**config.mk**
```make
export PLATFORM = sky130hd
export DESIGN_NAME = spi_ram_ctrl
export DESIGN_NICKNAME = d
export VERILOG_FILES = /design/src/rtl/spi_ram_ctrl.sv
export SDC_FILE = /design/constraint.sdc
export NUM_CORES = 1
export LEC_CHECK = 0
export CAP_MARGIN = 10
export CORE_MARGIN = 4
export CORE_UTILIZATION = 45
export DETAILED_ROUTE_END_ITERATION = 8
export GPL_ROUTABILITY_DRIVEN = 0
export PLACE_DENSITY = 0.77
export SLEW_MARGIN = 20
export SYNTH_ARGS = -nofsm -noshare
export SYNTH_HDL_FRONTEND = slang
export SYNTH_SLANG_ARGS = --single-unit
```
**constraint.sdc**
```tcl
create_clock -name clk -period 1.8 [get_ports clk]
set_input_delay 0.36 -clock clk [delete_from_list [all_inputs] [get_ports clk]]
set_output_delay 0.36 -clock clk [all_outputs]
set_load 0.02 [all_outputs]
```
**src/rtl/spi_ram_ctrl.sv**
```systemverilog
// SPI command decoder driving a simple single-port RAM: address set, write, and read with response handshake.
// Optional build macro SPI_RAM_CTRL_AUTOINC_EN: post-increment wr_addr/rd_addr after each RAM access.
module spi_ram_ctrl #(
  parameter int unsigned ADDR_SIZE = 8
) (
  input  logic                 clk,
  input  logic                 rst_n,
  input  logic [9:0]           rx_data,
  input  logic                 rx_valid,
  output logic [7:0]           tx_data,
  output logic                 tx_valid,
  input  logic                 tx_ready,
  output logic [ADDR_SIZE-1:0] mem_addr,
  output logic [7:0]           mem_wdata,
  output logic                 mem_we,
  output logic                 mem_re,
  input  logic [7:0]           mem_rdata,
  output logic                 busy,
  output logic                 cmd_drop
);

  localparam logic [2:0] IDLE    = 3'd0;
  localparam logic [2:0] WRITE   = 3'd1;
  localparam logic [2:0] RD_REQ  = 3'd2;
  localparam logic [2:0] RD_WAIT = 3'd3;
  localparam logic [2:0] RESP    = 3'd4;

  localparam logic [1:0] CMD_WADDR = 2'b00;
  localparam logic [1:0] CMD_WRITE = 2'b01;
  localparam logic [1:0] CMD_RADDR = 2'b10;
  localparam logic [1:0] CMD_READ  = 2'b11;

  logic [2:0]           r_state;
  logic [ADDR_SIZE-1:0] r_wr_addr;
  logic [ADDR_SIZE-1:0] r_rd_addr;
  logic [ADDR_SIZE-1:0] r_mem_addr;
  logic [7:0]           r_mem_wdata;
  logic                 r_mem_we;
  logic                 r_mem_re;
  logic [7:0]           r_tx_data;
  logic                 r_tx_valid;
  logic                 r_busy;
  logic                 r_cmd_drop;

  logic [2:0]           w_state_nxt;
  logic [ADDR_SIZE-1:0] w_wr_addr_nxt;
  logic [ADDR_SIZE-1:0] w_rd_addr_nxt;
  logic [ADDR_SIZE-1:0] w_mem_addr_nxt;
  logic [7:0]           w_mem_wdata_nxt;
  logic                 w_mem_we_nxt;
  logic                 w_mem_re_nxt;
  logic [7:0]           w_tx_data_nxt;
  logic                 w_tx_valid_nxt;
  logic                 w_busy_nxt;
  logic                 w_cmd_drop_nxt;

  logic [1:0]           w_cmd;
  logic [7:0]           w_payload;
  logic [ADDR_SIZE-1:0] w_pl_addr;

  assign w_cmd     = rx_data[9:8];
  assign w_payload = rx_data[7:0];
  // Truncates for narrow RAMs, zero-extends for wide ones.
  assign w_pl_addr = ADDR_SIZE'(w_payload);

  // State and output registers.
  always_ff @(posedge clk or negedge rst_n) begin
    if (!rst_n) begin
      r_state     <= IDLE;
      r_wr_addr   <= '0;
      r_rd_addr   <= '0;
      r_mem_addr  <= '0;
      r_mem_wdata <= '0;
      r_mem_we    <= 1'b0;
      r_mem_re    <= 1'b0;
      r_tx_data   <= '0;
      r_tx_valid  <= 1'b0;
      r_busy      <= 1'b0;
      r_cmd_drop  <= 1'b0;
    end else begin
      r_state     <= w_state_nxt;
      r_wr_addr   <= w_wr_addr_nxt;
      r_rd_addr   <= w_rd_addr_nxt;
      r_mem_addr  <= w_mem_addr_nxt;
      r_mem_wdata <= w_mem_wdata_nxt;
      r_mem_we    <= w_mem_we_nxt;
      r_mem_re    <= w_mem_re_nxt;
      r_tx_data   <= w_tx_data_nxt;
      r_tx_valid  <= w_tx_valid_nxt;
      r_busy      <= w_busy_nxt;
      r_cmd_drop  <= w_cmd_drop_nxt;
    end
  end

  // Next-state and next-output logic.
  always_comb begin
    w_state_nxt     = r_state;
    w_wr_addr_nxt   = r_wr_addr;
    w_rd_addr_nxt   = r_rd_addr;
    w_mem_addr_nxt  = r_mem_addr;
    w_mem_wdata_nxt = r_mem_wdata;
    w_mem_we_nxt    = 1'b0;
    w_mem_re_nxt    = 1'b0;
    w_tx_data_nxt   = r_tx_data;
    w_tx_valid_nxt  = r_tx_valid;
    w_cmd_drop_nxt  = rx_valid && (r_state != IDLE);

    case (r_state)
      IDLE: begin
        if (rx_valid) begin
          case (w_cmd)
            CMD_WADDR: w_wr_addr_nxt = w_pl_addr;
            CMD_RADDR: w_rd_addr_nxt = w_pl_addr;
            CMD_WRITE: begin
              w_state_nxt     = WRITE;
              w_mem_we_nxt    = 1'b1;
              w_mem_addr_nxt  = r_wr_addr;
              w_mem_wdata_nxt = w_payload;
`ifdef SPI_RAM_CTRL_AUTOINC_EN
              w_wr_addr_nxt   = r_wr_addr + ADDR_SIZE'(1);
`else
              w_wr_addr_nxt   = r_wr_addr;
`endif
            end
            CMD_READ: begin
              w_state_nxt    = RD_REQ;
              w_mem_re_nxt   = 1'b1;
              w_mem_addr_nxt = r_rd_addr;
`ifdef SPI_RAM_CTRL_AUTOINC_EN
              w_rd_addr_nxt  = r_rd_addr + ADDR_SIZE'(1);
`else
              w_rd_addr_nxt  = r_rd_addr;
`endif
            end
            default: w_state_nxt = IDLE;
          endcase
        end
      end
      WRITE:   w_state_nxt = IDLE;
      RD_REQ:  w_state_nxt = RD_WAIT;
      // RAM data is valid in the cycle after the read strobe.
      RD_WAIT: begin
        w_tx_data_nxt  = mem_rdata;
        w_tx_valid_nxt = 1'b1;
        w_state_nxt    = RESP;
      end
      RESP: begin
        if (tx_ready) begin
          w_tx_valid_nxt = 1'b0;
          w_state_nxt    = IDLE;
        end
      end
      default: w_state_nxt = IDLE;
    endcase

    w_busy_nxt = (w_state_nxt != IDLE);
  end

  assign mem_addr  = r_mem_addr;
  assign mem_wdata = r_mem_wdata;
  assign mem_we    = r_mem_we;
  assign mem_re    = r_mem_re;
  assign tx_data   = r_tx_data;
  assign tx_valid  = r_tx_valid;
  assign busy      = r_busy;
  assign cmd_drop  = r_cmd_drop;

endmodule

```
== Word level (Yosys, flattened, before mapping) ==
Index checks and enable logic that the tools add are counted.
Storage, ports and cells
  bits in registers: 48
  bits of input ports: 22
  output and inout port bits: 29
  word-level logic and storage cells: 43
Operators by class
  equality and inequality tests: 7
  multiplexer cells: 13
  reduce and logical (&&, ||, !) cells: 12
Operators by type and width (count)
  case mux 8 bit (2 select lines): 1
  case mux 3 bit (4 select lines): 1
  AND reduction 3 bit: 4
  2-to-1 mux 1 bit: 7
  equality test 3 x 2 -> 1 bit (second input constant): 2
  2-to-1 mux 3 bit: 2
  case mux 3 bit (2 select lines): 1
  nonzero test 3 bit: 2
  equality test 2 bit (second input constant): 2
  nonzero test 2 bit: 2
  equality test 3 bit (second input constant): 1
  logical NOT 3 bit: 1
  equality test 2 x 1 -> 1 bit (second input constant): 1
  logical NOT 2 bit: 1
  != test 2 bit (second input constant): 1
  case mux 1 bit (2 select lines): 1
  AND reduction 2 bit: 1
  logical AND 1 bit: 1

== Depth between registers and ports, before layout ==
Gate-level depths: netlist of the first run.
  word-level depth: 5
  mapped depth: 5

== Worst setup path after synthesis of the first run ==
Ideal clock, no wire load.
  path kind: register to register
  start point: register r_state[1]
  end point: register r_mem_wdata[0] (netlist: mem_wdata[0])
  setup time: 125 ps
  arrival time: 1436 ps
  data required time: 1675 ps
  setup slack: 239 ps
  cell stages (with the launch flop): 6
  path through: dfrtp_1 -> buf_2 -> nor4b_4 -> nand3b_1 -> buf_4 -> mux2_4
Between the ends
  cells in the longest elaborated chain, start to end: 2
RTL lines
  start: declaration: RTL line 33  | logic [2:0] r_state;
  start signal: assignment: RTL line 81  | r_state <= w_state_nxt;
  logical NOT 3 bit: RTL line 108  | case (r_state)
  AND reduction 3 bit (no line)
  end signal: assignment: RTL line 85  | r_mem_wdata <= w_mem_wdata_nxt;
  end: declaration: RTL line 37  | logic [7:0] r_mem_wdata;
No other way between the ends.
A chain may end at the register's enable or synchronous reset.

== Final worst setup path of the first run ==
  start point: register r_mem_addr[7] (netlist: mem_addr[7])
  end point: output port mem_addr[7]
RTL lines
  start: declaration: RTL line 36  | logic [ADDR_SIZE-1:0] r_mem_addr;
  start signal: assignment: RTL line 84  | r_mem_addr <= w_mem_addr_nxt;
  end: declaration: RTL line 13  | output logic [ADDR_SIZE-1:0] mem_addr,
No word-level cell between the ends.

==> results by group, run 1 <==
Min path
  – Hold Crit Class: in -> async

CTS
  – Worst skew pair latency: approximately 300 ps
  – Htree depth: 2
  – Clk slew on worst S/H paths: 90 ps
  – Post-CTS Setup Repair Bufs: 0
  – Num CTS Buffers: 5
  – CTS Buffer Depth: 2
  – Post-CTS Resized: 0
  – CTS tree: yes
  – Sink Count: 48
  – Root Driver: clkbuf_8
  – CTS hold repair buffers: 0

Global route
  – Largest net degree at the start of global routing: 31
  – Gr ovfl total: 0
  – First-pass GRT wire length: between 6000 and 7000 um
  – Initial antenna violation count: 0
  – Vias in the first global route: 1396
  – GR Util All Layers: 17.4%

Routing
  – Wire length per cell: approximately 18 um
  – Met3 WL: about 190 um
  – Metal1 wirelength: 1850 um
  – Highest layer used for signal routing: met4
  – DRC marker count from the first detailed-route iteration: 33
  – Vias per inst: 5.20
  – Drt pass-1 iters: 4
  – Post-route ant nets: 0
  – DRC errors left: 0
  – Routed wire length: 4400 um
  – Vias: ~1300
  – Routed wl met2: approximately 2300 um

Power
  – Lkg Pwr: 1.21 nW
  – Logic gate share of total power: between 40% and 50%
  – Switching power: 0.00158 W
  – Sequential power share: 41.0%
  – Pwr dens: 1770 nW/um2
  – Internal power: 0.00311 W
  – Clock power frac: 16.2%
  – Design Power: 0.00470 W
  – Switching share of power: about a third
  – Peak supply drop: 0.883 mV

STA
  – Hold Vio Cnt, Final: 0
  – Max Slew Vio Count: 0
  – Minimum clock period: around 1700 ps
  – Final Skew: 11.0 ps
  – Final period util: 94.6%
  – Final WS setup: 98.0 ps
  – Final setup viols: 0
  – Setup_tns: 0 ps
  – F_max: approximately 590 MHz
  – Relative max-transition margin: just under 70%
  – RSZ-0062 raised after global routing: no
  – Worst Max-Slew Pin Slew: 470 ps

Logic synthesis
  – Yosys Warn Count: 0
  – Top cells by area, synth: dfrtp_1 (62%), mux2_2 (14%), mux2_4 (6.2%)
  – Post-Syn Nets: 158
  – Unique masters post-synth: 23
  – Most area-hungry cell type in the Yosys netlist: dfrtp_1
  – Cell count after synthesis: 136
  – Avg Cell Area, Syn: 14.3 um2
  – Synth Register Bits: 48
  – Seq/Total Area, Yosys: 61.9%
  – Synthesized area: 1940 um2
  – Yosys top cell area share: between 60% and 70%

Floorplan
  – Die Y: approximately 74 um
  – Initial Util: between 40% and 50%
  – FP Rows: 23
  – Die X: between 70 and 80 um
  – Die ar.: 5420 um2
  – Core Region: about 4100 um2
  – Ports: 51

Critical path
  – Worst endpoint data arrival time: between 1000 and 1500 ps
  – CP Max Fanout: 2
  – Slowest cell on crit path: clkdlybuf4s50_1
  – Worst Setup SP: mem_addr[7]
  – Startpoint types: register
  – Reg2reg start: r_state[1]
  – Crit. End Element: output pin
  – CP cell instances: clkdlybuf4s50_1
  – Critical Path RT: between 1000 and 1500 ps
  – Crit path largest cell delay: 630 ps
  – Delay-heaviest family, CP: buffers and inverters
  – CP Class: reg -> out
  – Bufs and invs on worst path: 1

Placed design
  – HPWL Detailed: 3250 um
  – Cells after DPL: 238
  – Number of buffers added on ports: 50
  – DP Area: 2550 um2
  – Dpl ws: -101 ps

Layout
  – Area of the multi-input gates: slightly below 700 um2
  – Layout cells sized above 1: 27.0%
  – Layout overhead on the synthesized area: 37.0%
  – Diodes inserted: 0
  – Final Instance Area: 2660 um2
  – Reg area: 1200 um2
  – Filler cell count: 291
  – Net count, final: 217
  – Non-Filler Instances: between 200 and 250

Status
  – Status: finished clean

Job
  – Max cap viols: 0
[stage by stage]
stage	utilization, %	hold WS [ps]
after floorplan	-	64.4
after global placement	62.4	326
after detailed placement	62.4	341
after CTS	65.0	18.3
after global routing	65.0	37.4
final	65.0	4.58
[power groups by stage]
stage          clock network [W]  logic [W]  registers (W)
6_report                0.000760    0.00201        0.00192
5_1_grt                 0.000809    0.00215        0.00198
4_1_cts                 0.000772    0.00205        0.00193
3_5_place_dp                   0    0.00204        0.00194
3_3_place_gp                   0    0.00198        0.00190
2_1_floorplan                  0   0.000806        0.00222
[worst paths after layout]
path | end | slack, ps | depth (start not counted)
hold / removal | mem_re | 5 | 1
setup / recovery | mem_addr[7] | 100 | 1
setup reg to reg | r_rd_addr[2] | 190 | 4
max in group asynchronous | r_wr_addr[7] | 1280 | 2
hold reg to reg | tx_data[2] | 510 | 1
min in group clk | tx_data[2] | 510 | 1
[sequential cells by signal (all words and copies together) (netlist names)]
| register | flops |
|---|---|
| r_wr_addr | 8 |
| cmd_drop | 1 |
| tx_valid | 1 |
| r_rd_addr | 8 |
| mem_re | 1 |
| mem_wdata | 8 |
| mem_we | 1 |
| busy | 1 |
| tx_data | 8 |
| mem_addr | 8 |
| r_state | 3 |
[kinds of logic (layout without fill, tap and decap cells)]
logic type | Yosys count | in the layout | share of synthesized area (%)
flops | 48 | 48 | 61.9
mux | 40 | 40 | 24.3
compound gates | 21 | 21 | 5.68
simple gates | 17 | 17 | 5.87
buf+inv | 10 | 70 | 2.26
[cell usage in the layout (no fill, tap or decap)]
cell              n
a31oi_1           1
bufinv_16         1
nand3_1           2
mux2_2           24
nor4b_4           1
and2_1            1
dfrtp_1          48
clkbuf_1          1
nor2_1            2
o31a_1            1
nand2_1           4
nand3b_1          2
mux2_4            8
nor3_1            1
mux2i_1           8
o21ai_0           1
nand3b_2          1
nand2_2           1
buf_2             1
buf_12            1
inv_1             2
a21oi_1          18
buf_4             9
or4_1             1
clkbuf_8          5
nor2b_1           1
clkinv_2          1
clkdlybuf4s50_1  49
[layer usage]
layer / track usage [%] / vias up
met1: 21.9 / 648
li1: - / 597
met4: 5.84 / 0
met5: 0 / -
met2: 28.6 / 25
met3: 5.06 / 9
[cell usage after synthesis, drive strengths merged]
cell / count
dfrtp: 48
mux2: 32
a21oi: 18
mux2i: 8
clkbuf: 5
nand2: 5
buf: 3
nand3b: 3
inv: 2
nand3: 2
nor2: 2
a31oi: 1
and2: 1
nor2b: 1
nor3: 1
nor4b: 1
o21ai: 1
o31a: 1
or4: 1
[cell type report]
cell class | instances | area share (%)
inverter | 2 | 0.283
timing repair buffer | 60 | 22.0
multi-input combinational | 78 | 26.1
tap | 50 | 2.36
clock buffer | 6 | 2.73
clock inverter | 2 | 1.32
sequential | 48 | 45.2
No activity file was read; power rests on OpenSTA's default activity.
==> inputs of run 2 (changes only) <==
--- a/config.mk
+++ b/config.mk
@@ -5,12 +5,12 @@
 export SDC_FILE = /design/constraint.sdc
 export NUM_CORES = 1
 export LEC_CHECK = 0
-export CAP_MARGIN = 10
 export CORE_MARGIN = 4
 export CORE_UTILIZATION = 45
 export DETAILED_ROUTE_END_ITERATION = 8
 export GPL_ROUTABILITY_DRIVEN = 0
 export PLACE_DENSITY = 0.77
+export SETUP_SLACK_MARGIN = 0.15
 export SLEW_MARGIN = 20
 export SYNTH_ARGS = -nofsm -noshare
 export SYNTH_HDL_FRONTEND = slang
==> results by group, run 2 (synthesis results as in run 1) <==
Status
  – Status: finished clean

Critical path
  – Reg2reg setup slack: 260 ps
  – Startpoint types: register
  – CP cell instances: clkdlybuf4s50_1
  – CP Max Fanout: 2
  – Crit path largest cell delay: 610 ps
  – Crit. End Element: output pin
  – Critical Path RT: 1440 ps
  – Bufs and invs on worst path: 1
  – CP Class: reg -> out
  – Delay-heaviest family, CP: buffers and inverters
  – Worst endpoint data arrival time: approximately 1300 ps
  – Cells on worst reg2reg path: 4
  – Slowest cell on crit path: clkdlybuf4s50_1
  – WP depth: 1
  – RR Endpoint: r_wr_addr[2]
  – Reg2reg start: r_state[1]

CTS
  – Sink Count: 48
  – Worst skew pair latency: 300 ps
  – Clk slew on worst S/H paths: 90 ps
  – Post-CTS Setup Repair Bufs: 0
  – CTS Buffer Depth: 2
  – Num CTS Buffers: 5
  – Htree depth: 2
  – Root Driver: clkbuf_8
  – CTS tree: yes

Global route
  – GR Util All Layers: 17.4%
  – Initial antenna violation count: 0
  – Largest net degree at the start of global routing: 31
  – Vias in the first global route: 1396
  – Gr ovfl total: 0
  – First-pass GRT wire length: approximately 7000 um

Layout
  – Diodes inserted: 0
  – Non-Filler Instances: 246
  – Most common cell after layout, fill and taps aside: dfrtp_1
  – Net count, final: 217
  – Layout Utilization: 66.2%
  – Most frequent cells in the layout: dfrtp_1 (47), clkdlybuf4s50_1 (27), mux2_2 (24), a21oi_1 (18), dlymetal6s2s_1 (17)
  – Layout cells sized above 1: 28.1%
  – Layout overhead on the synthesized area: 39.4%

Routing
  – Post-route ant nets: 0
  – Drt pass-1 iters: 4
  – Wire length per cell: 17.8 um
  – Vias: 1282
  – DRC errors left: 0
  – Vias per inst: roughly 5.2
  – DRC marker count from the first detailed-route iteration: 51
  – Routed wire length: 4380 um

Floorplan
  – Ports: 51
  – Die X: 73.7 um
  – Initial Util: 47.5%
  – Die Y: 73.7 um
  – Die ar.: 5420 um2
  – FP Rows: 23
  – Core Region: 4090 um2

Power
  – Lkg Pwr: 1.39 nW
  – Design Power: 0.00461 W
  – Peak supply drop: 0.904 mV
  – Pwr dens: 1700 nW/um2

STA
  – Max Slew Vio Count: 0
  – Setup_tns: 0 ps
  – Final Skew: between 6 and 7 ps
  – Final period util: ~90%
  – Relative max-transition margin: a little under 70%
  – RSZ-0062 raised after global routing: no
  – Final setup viols: 0
  – F_max: between 600 and 700 MHz
  – Minimum clock period: 1610 ps
  – Worst Max-Slew Pin Slew: 464 ps
  – Hold Vio Cnt, Final: 0

Placed design
  – Number of buffers added on ports: 50
  – HPWL Detailed: 3250 um
  – Cells after DPL: 238

Min path
  – Hold Crit Class: in -> async

Job
  – Max cap viols: 0
==> run 2: cell type report <==
cell class	count	area [um2]
fill	291	1380
clock buffer	6	72.6
timing repair buffer	60	619
multi-input combinational	78	704
clock inverter	2	35.0
tap	50	62.6
inverter	2	7.51
sequential	48	1200
==> run 2: how the worst max path moves through the flow <==
stage	from	endpoint	slack (ps)
floorplan	r_state[1]	mem_wdata[0]	240
global placement	rx_valid	r_rd_addr[4]	-60
detailed placement	rx_valid	r_rd_addr[5]	-100
CTS	mem_addr[2]	mem_addr[2]	150
global route	tx_data[4]	tx_data[4]	160
finish	tx_data[4]	tx_data[4]	190
==> run 2: report_power, final <==
group / switching (W) / internal (W) / total, W / leakage, nW
clock network: 0.000342 / 0.000412 / 0.000754 / 0.0552
registers: 0.000318 / 0.00160 / 0.00192 / 0.575
logic: 0.000908 / 0.00103 / 0.00194 / 0.758
==> run 2: per-stage QoR <==
stage	hold slack, ps	worst slack [ps]	cell area (um2)
2_1_floorplan	64.4	239	1940
3_3_place_gp	326	-64.0	2550
3_5_place_dp	341	-101	2550
4_1_cts	18.3	150	2650
5_1_grt	35.1	157	2700
6_report	3.84	187	2700
==> run 2: per-layer routing <==
layer,GRT usage (%),up-vias,wire length [um]
met3,5.06,7,200
met2,28.6,28,2300
li1,-,599,-
met5,0,-,0
met4,5.84,0,61
met1,21.9,648,1820
==> run 2: repair_timing <==
item / 4_1_cts / 5_1_grt
endpoints found under the hold margin: 0 / 0
endpoints found under the setup margin: 5 / 27
resized for setup: 5 / 20
hold buffers: 0 / 0
